**config.mk**
```make
export PLATFORM = sky130hd
export DESIGN_NAME = conv_systolic_engine
export DESIGN_NICKNAME = d
export VERILOG_FILES = /design/src/rtl/conv_systolic_engine.sv
export SDC_FILE = /design/constraint.sdc
export NUM_CORES = 2
export LEC_CHECK = 0
export CAP_MARGIN = 20
export CORE_UTILIZATION = 30
export DETAILED_ROUTE_END_ITERATION = 8
export DONT_BUFFER_PORTS = 1
export PLACE_DENSITY = 0.44
export SLEW_MARGIN = 30
export SYNTH_ARGS = -nofsm -noshare
export SYNTH_HDL_FRONTEND = slang
export SYNTH_SLANG_ARGS = --single-unit
```
**constraint.sdc**
```tcl
create_clock -name clk -period 8.3 [get_ports clk]
set_input_delay 1.66 -clock clk [delete_from_list [all_inputs] [get_ports clk]]
set_output_delay 1.66 -clock clk [all_outputs]
set_load 0.1 [all_outputs]
```
**src/rtl/conv_systolic_engine.sv**
```systemverilog
// conv_systolic_engine: valid 2-D correlation of an IN_DIM x IN_DIM tile with a
// K_DIM x K_DIM filter on an OUT_DIM x OUT_DIM output-stationary PE grid.
// One filter tap is broadcast per cycle; every PE accumulates its own window
// element times that weight, then a finishing cycle applies optional ReLU and
// saturation/truncation to OUT_W.
//
// Ports:
//   clk       rising-edge clock
//   rst       synchronous active-low reset
//   start     job request, honoured only while idle
//   mode      bit0 ReLU enable, bit1 saturate (else truncate); captured with start
//   in_flat   input tile, element (r,c) at [(r*IN_DIM+c)*DATA_W +: DATA_W]
//   filt_flat filter, same row-major packing
//   busy      high while a job is in flight
//   done      one-cycle pulse when out_flat is updated
//   out_flat  results, row-major, held until the next done or reset
module conv_systolic_engine #(
    parameter int unsigned DATA_W = 8,
    parameter int unsigned IN_DIM = 4,
    parameter int unsigned K_DIM  = 3,
    parameter int unsigned OUT_W  = 16,
    parameter bit          SIGNED = 1'b1
) (
    input  logic                                                  clk,
    input  logic                                                  rst,
    input  logic                                                  start,
    input  logic [1:0]                                            mode,
    input  logic [IN_DIM*IN_DIM*DATA_W-1:0]                       in_flat,
    input  logic [K_DIM*K_DIM*DATA_W-1:0]                         filt_flat,
    output logic                                                  busy,
    output logic                                                  done,
    output logic [(IN_DIM-K_DIM+1)*(IN_DIM-K_DIM+1)*OUT_W-1:0]    out_flat
);

    localparam int unsigned OUT_DIM = IN_DIM - K_DIM + 1;
    localparam int unsigned TAPS    = K_DIM * K_DIM;
    localparam int unsigned TAP_W   = (TAPS > 1) ? $clog2(TAPS) : 1;
    localparam int unsigned PROD_W  = 2 * DATA_W;
    localparam int unsigned ACC_W   = 2 * DATA_W + $clog2(TAPS) + 1;
    localparam int unsigned IN_BITS = IN_DIM * IN_DIM * DATA_W;
    localparam int unsigned F_BITS  = TAPS * DATA_W;
    // One bit wider than both the accumulator and the result so clamp bounds
    // and the accumulator compare as signed values without overflow.
    localparam int unsigned WIDE_W  = ((ACC_W > OUT_W) ? ACC_W : OUT_W) + 1;

    localparam logic signed [WIDE_W-1:0] SAT_HI = SIGNED
        ? ((WIDE_W'(1) << (OUT_W - 1)) - WIDE_W'(1))
        : ((WIDE_W'(1) << OUT_W) - WIDE_W'(1));
    localparam logic signed [WIDE_W-1:0] SAT_LO = SIGNED
        ? (-(WIDE_W'(1) << (OUT_W - 1)))
        : WIDE_W'(0);

    typedef enum logic [1:0] {
        IDLE = 2'd0,
        RUN  = 2'd1,
        FIN  = 2'd2
    } state_t;

    state_t               state_q, state_d;
    logic [TAP_W-1:0]     tap_q, tap_d;
    logic [IN_BITS-1:0]   in_q, in_d;
    logic [F_BITS-1:0]    filt_q, filt_d;
    logic [1:0]           mode_q, mode_d;
    logic                 busy_q, busy_d;
    logic                 done_q, done_d;
    logic                 acc_clr_c, acc_en_c, out_ld_c;

    // ReLU then saturate/truncate one accumulator to OUT_W.
    function automatic logic [OUT_W-1:0] reduce(input logic [ACC_W-1:0] acc,
                                                input logic [1:0]       md);
        logic signed [WIDE_W-1:0] v;
        v = {{(WIDE_W-ACC_W){SIGNED & acc[ACC_W-1]}}, acc};
        if (md[0] && SIGNED && v[WIDE_W-1]) begin
            v = '0;
        end
        if (md[1]) begin
            if (v > SAT_HI) begin
                v = SAT_HI;
            end else if (v < SAT_LO) begin
                v = SAT_LO;
            end
        end
        return v[OUT_W-1:0];
    endfunction

    // Next-state and control strobes.
    always_comb begin
        state_d   = state_q;
        tap_d     = tap_q;
        in_d      = in_q;
        filt_d    = filt_q;
        mode_d    = mode_q;
        done_d    = 1'b0;
        acc_clr_c = 1'b0;
        acc_en_c  = 1'b0;
        out_ld_c  = 1'b0;
        case (state_q)
            IDLE: begin
                if (start) begin
                    in_d      = in_flat;
                    filt_d    = filt_flat;
                    mode_d    = mode;
                    tap_d     = '0;
                    acc_clr_c = 1'b1;
                    state_d   = RUN;
                end
            end
            RUN: begin
                acc_en_c = 1'b1;
                if (tap_q == TAP_W'(TAPS - 1)) begin
                    state_d = FIN;
                end else begin
                    tap_d = tap_q + 1'b1;
                end
            end
            FIN: begin
                out_ld_c = 1'b1;
                done_d   = 1'b1;
                state_d  = IDLE;
            end
            default: begin
                state_d = IDLE;
            end
        endcase
        busy_d = (state_d != IDLE);
    end

    // Control and operand registers.
    always_ff @(posedge clk) begin
        if (!rst) begin
            state_q <= IDLE;
            tap_q   <= '0;
            in_q    <= '0;
            filt_q  <= '0;
            mode_q  <= '0;
            busy_q  <= 1'b0;
            done_q  <= 1'b0;
        end else begin
            state_q <= state_d;
            tap_q   <= tap_d;
            in_q    <= in_d;
            filt_q  <= filt_d;
            mode_q  <= mode_d;
            busy_q  <= busy_d;
            done_q  <= done_d;
        end
    end

    assign busy = busy_q;
    assign done = done_q;

    // Weight broadcast: current tap's filter element, extended to product width.
    logic [DATA_W-1:0] filt_a [TAPS];
    logic [DATA_W-1:0] w_c;
    logic [PROD_W-1:0] w_ext_c;

    for (genvar t = 0; t < TAPS; t++) begin : g_filt
        assign filt_a[t] = filt_q[t*DATA_W +: DATA_W];
    end

    assign w_c     = filt_a[tap_q];
    assign w_ext_c = {{DATA_W{SIGNED & w_c[DATA_W-1]}}, w_c};

    // PE grid: each PE prewires its K_DIM x K_DIM window and picks the element
    // matching the broadcast tap.
    for (genvar i = 0; i < OUT_DIM; i++) begin : g_row
        for (genvar j = 0; j < OUT_DIM; j++) begin : g_col
            logic [DATA_W-1:0] win [TAPS];
            logic [DATA_W-1:0] x_c;
            logic [PROD_W-1:0] x_ext_c, prod_c;
            logic [ACC_W-1:0]  prod_ext_c;
            logic [ACC_W-1:0]  acc_q, acc_d;
            logic [OUT_W-1:0]  out_q, out_d;

            for (genvar ky = 0; ky < K_DIM; ky++) begin : g_ky
                for (genvar kx = 0; kx < K_DIM; kx++) begin : g_kx
                    assign win[ky*K_DIM+kx] =
                        in_q[((i+ky)*IN_DIM + (j+kx))*DATA_W +: DATA_W];
                end
            end

            assign x_c        = win[tap_q];
            assign x_ext_c    = {{DATA_W{SIGNED & x_c[DATA_W-1]}}, x_c};
            // Low PROD_W bits of the extended product are exact in either signedness.
            assign prod_c     = x_ext_c * w_ext_c;
            assign prod_ext_c = {{(ACC_W-PROD_W){SIGNED & prod_c[PROD_W-1]}}, prod_c};

            always_comb begin
                acc_d = acc_q;
                out_d = out_q;
                if (acc_clr_c) begin
                    acc_d = '0;
                end else if (acc_en_c) begin
                    acc_d = acc_q + prod_ext_c;
                end
                if (out_ld_c) begin
                    out_d = reduce(acc_q, mode_q);
                end
            end

            always_ff @(posedge clk) begin
                if (!rst) begin
                    acc_q <= '0;
                    out_q <= '0;
                end else begin
                    acc_q <= acc_d;
                    out_q <= out_d;
                end
            end

            assign out_flat[(i*OUT_DIM+j)*OUT_W +: OUT_W] = out_q;
        end
    end

endmodule
```
==> results.sh <==
export IMPL_critPathTopFamily="adder cells"
export IMPL_crit_start="tap_q[0]"
export IMPL_final_common_cell="nand2_1"
export IMPL_htree_levels=2
export IMPL_cts_buffers=47
export IMPL_portBuffers=0
export IMPL_synth_adder_area_share_pct=24.3
export IMPL_cp_num_buf_inv=8
export IMPL_gp_congestion=0.847
export IMPL_drcViolationCount=0
export IMPL_hold_buffers=0
export IMPL_syn_avg_cell_area_um2=8.45
export IMPL_synth_cell_area_um2=29200
export IMPL_regToRegSetupSlack_ps=400
export IMPL_num_rows=114
export IMPL_yosysTopAreaCell="dfxtp_1"
export IMPL_rr_worst_depth=35
export IMPL_viasPerCell=4.85
export IMPL_cp_data_arrival_time_ps=8390
export IMPL_clockBufferDepth=3
export IMPL_synth_seq_area_share_pct=24.5
export IMPL_dr_pass1_iters=7
export IMPL_ant_nets=0
export IMPL_path_max_fanout=11
export IMPL_grt_pass1_wl_mm=139
export IMPL_hpwl_mm=70.4
export IMPL_layout_drive_gt1_share_pct=9.16
export IMPL_grt_usage_pct=18.4
export IMPL_initialDrtViolationCount=1448
export IMPL_core_area_um2=96600
export IMPL_dieArea_um2=98600
export IMPL_crit_cells=35
export IMPL_seqCellArea_um2=7180
export IMPL_critical_path_startpoint_type="flop"
export IMPL_multiInputGateArea_um2=20100
export IMPL_pwr_density_cell_nw_per_um2=165
export IMPL_numClockSinks=358
export IMPL_reg2reg_to="g_row[1].g_col[1].acc_q[19]"
export IMPL_clkTransAtPathRegs_ps=60
export IMPL_synth_edf_count=0
export IMPL_overflow=0
export IMPL_synth_compound_area_share_pct=16.7
export IMPL_hp_class="reg2reg"
export IMPL_wirelength_mm=91.3
export IMPL_final_max_slew_violation_count=0
export IMPL_yosys_warnings=0
export IMPL_die_w_um=314
export IMPL_dr_wl_met2_mm=38.6
export IMPL_ir_drop_uv=168
export IMPL_r2r_start="tap_q[0]"
export IMPL_grt_max_degree=273
export IMPL_holdPathStages=2
export IMPL_ys_ff_latch=358
export IMPL_final_cell_mix="nand2_1, inv_1, dfxtp_1, nor2_1, fa_1"
export IMPL_max_slew_worst_pin_slew_ps=1010
export IMPL_wl_per_cell_um=19.3
export IMPL_die_h_um=314
export IMPL_syn_num_nets=4097
export IMPL_synth_mux_area_share_pct=7.55
export IMPL_synth_cells=3458
export IMPL_synth_main_ff_cell="dfxtp_1"
export IMPL_wl_met3_mm=4.95
export IMPL_fin_skew_ps=40.7
export IMPL_cpMaxStageDelayCell="mux4_2"
export IMPL_antenna_found_initial=7
export IMPL_synth_async_reset_ratio_pct=0
export IMPL_slew_headroom_pct=32.5
export IMPL_leakage_uw=0.0140
export IMPL_p_total_uw=5410
export IMPL_pre_cts_ws_ps=130
export IMPL_via_count=22900
export IMPL_num_nets_final=4054
export IMPL_finalCriticalPeriod_ps=7900
export IMPL_cp_required_ps=8790
export IMPL_maxCapViolations=0
export IMPL_clkLatencyLatePin_ps=640
export IMPL_synth_area_top_cells="dfxtp_1, fa_1, ha_1"
export IMPL_setup_viol=0
export IMPL_final_hold_violation_count=0
export IMPL_start_util_pct=30.2
export IMPL_synth_cell_types=74
export IMPL_period_share_pct=95.1
export IMPL_fin_ws_ps=405
export IMPL_min_from="in_q[122]"
export IMPL_grt_pass1_vias=22600
export IMPL_slowest_delay_ps=530
export IMPL_cp_end_kind="flop"
export IMPL_cts_root_buf="clkbuf_16"
export IMPL_area_growth_pct=12.0
export IMPL_routed_top_layer="met5"
export IMPL_endpoint="g_row[1].g_col[1].acc_q[19]"
export IMPL_critPathKind="reg2reg"
export IMPL_synth_simple_area_share_pct=15.9
export IMPL_max_freq_ghz=0.127
export IMPL_fillerInstances=10100
export IMPL_io_pins=271
export IMPL_cts_tree="built"
export IMPL_netlist_area_leader_share_pct=24.5
export IMPL_synth_top_family_by_area="adder cells"
export IMPL_met1_length_mm=45.8
export IMPL_status="finished clean"
export IMPL_synth_xor_area_share_pct=3.81
layer usage:
| metal | GRT usage [%] | vias to the layer above |
|---|---|---|
| met5 | 0 | - |
| met4 | 5.04 | 2 |
| met3 | 3.16 | 103 |
| met2 | 27.3 | 554 |
| met1 | 27.2 | 10900 |
| li1 | - | 11400 |
kinds of logic (layout without fill, tap and decap cells):
| family | count (synthesis) | in the layout |
|---|---|---|
| AOI/OAI and AO/OA | 753 | 753 |
| xor gates and xnor gates | 127 | 127 |
| adders and majority gates | 434 | 434 |
| buffers and inverters | 544 | 535 |
| DFF | 358 | 358 |
| muxes | 121 | 121 |
| other | 0 | 1 |
| and+or+nand+nor | 1121 | 1121 |
per-stage QoR:
step	TNS, ps	util (%)	std cells	hold WS [ps]	instance area [µm²]
after floorplan	0	-	3458	440	29200
after global placement	0	31.8	4620	452	30800
after detailed placement	0	31.8	4620	457	30800
after CTS	0	33.6	4703	464	32400
after global routing	-3.48	33.9	4726	481	32700
final	0	33.9	4726	465	32700
flip-flops by register name (all words and copies together), names as in the netlist:
name and flops:
filt_q 72, done 1, g_row.g_col.out_q 64, mode_q 2
tap_q 4, in_q 128, g_row.g_col.acc_q 84, state_q 2
busy 1
synth_stat cells, types with 8 or more instances:
| cell type | n |
|---|---|
| ha_1 | 210 |
| a211oi_1 | 27 |
| nand2b_1 | 27 |
| inv_1 | 363 |
| or2_2 | 23 |
| mux4_2 | 79 |
| nand2_1 | 601 |
| a21oi_1 | 227 |
| a21boi_0 | 205 |
| o21ai_0 | 117 |
| nor3_1 | 18 |
| clkbuf_1 | 143 |
| nand3_1 | 33 |
| fa_1 | 224 |
| nor2b_1 | 28 |
| buf_2 | 17 |
| and3_1 | 8 |
| nor2_1 | 335 |
| or3_1 | 11 |
| mux2i_1 | 38 |
| xnor2_1 | 94 |
| a21o_1 | 44 |
| o211ai_1 | 10 |
| o21a_1 | 29 |
| dfxtp_1 | 358 |
| buf_1 | 15 |
| xor2_1 | 33 |
| o21ai_1 | 8 |
| o21bai_1 | 19 |
| and2_1 | 14 |
worst min path at each step:
stage          slack [ps]         end
3_5_place_dp          460  filt_q[23]
3_3_place_gp          450  filt_q[63]
4_1_cts               460  filt_q[23]
2_1_floorplan         440  filt_q[16]
6_report              460   in_q[122]
5_1_grt               480   in_q[122]
tightest hold or removal path, cell delays in order, from the launching register on:
cell and delay [ps]:
dfxtp_1 310, nand2_1 40, a21boi_0 60
what timing repair did:
action | 4_1_cts | 5_1_grt
gates resized for setup | 0 | 7
setup endpoints to repair | 0 | 22
buffers inserted | 0 | 21
final cells by class:
class                           count  area share, %
Multi-Input combinational cell   2556           61.3
Clock inverter                     21           1.11
Antenna cell                        1        0.00765
Timing Repair Buffer               88           2.46
Sequential cell                   358           21.9
Tap cell                         1276           4.88
Clock buffer                       62           4.08
Inverter                          364           4.18
power by group:
part           switching [µW]  internal, µW  total, µW
logic                     751           521       1270
clock network             883          1360       2240
registers                96.5          1800       1890
total                    1730          3680       5410
No activity file was read; power rests on OpenSTA's default activity.
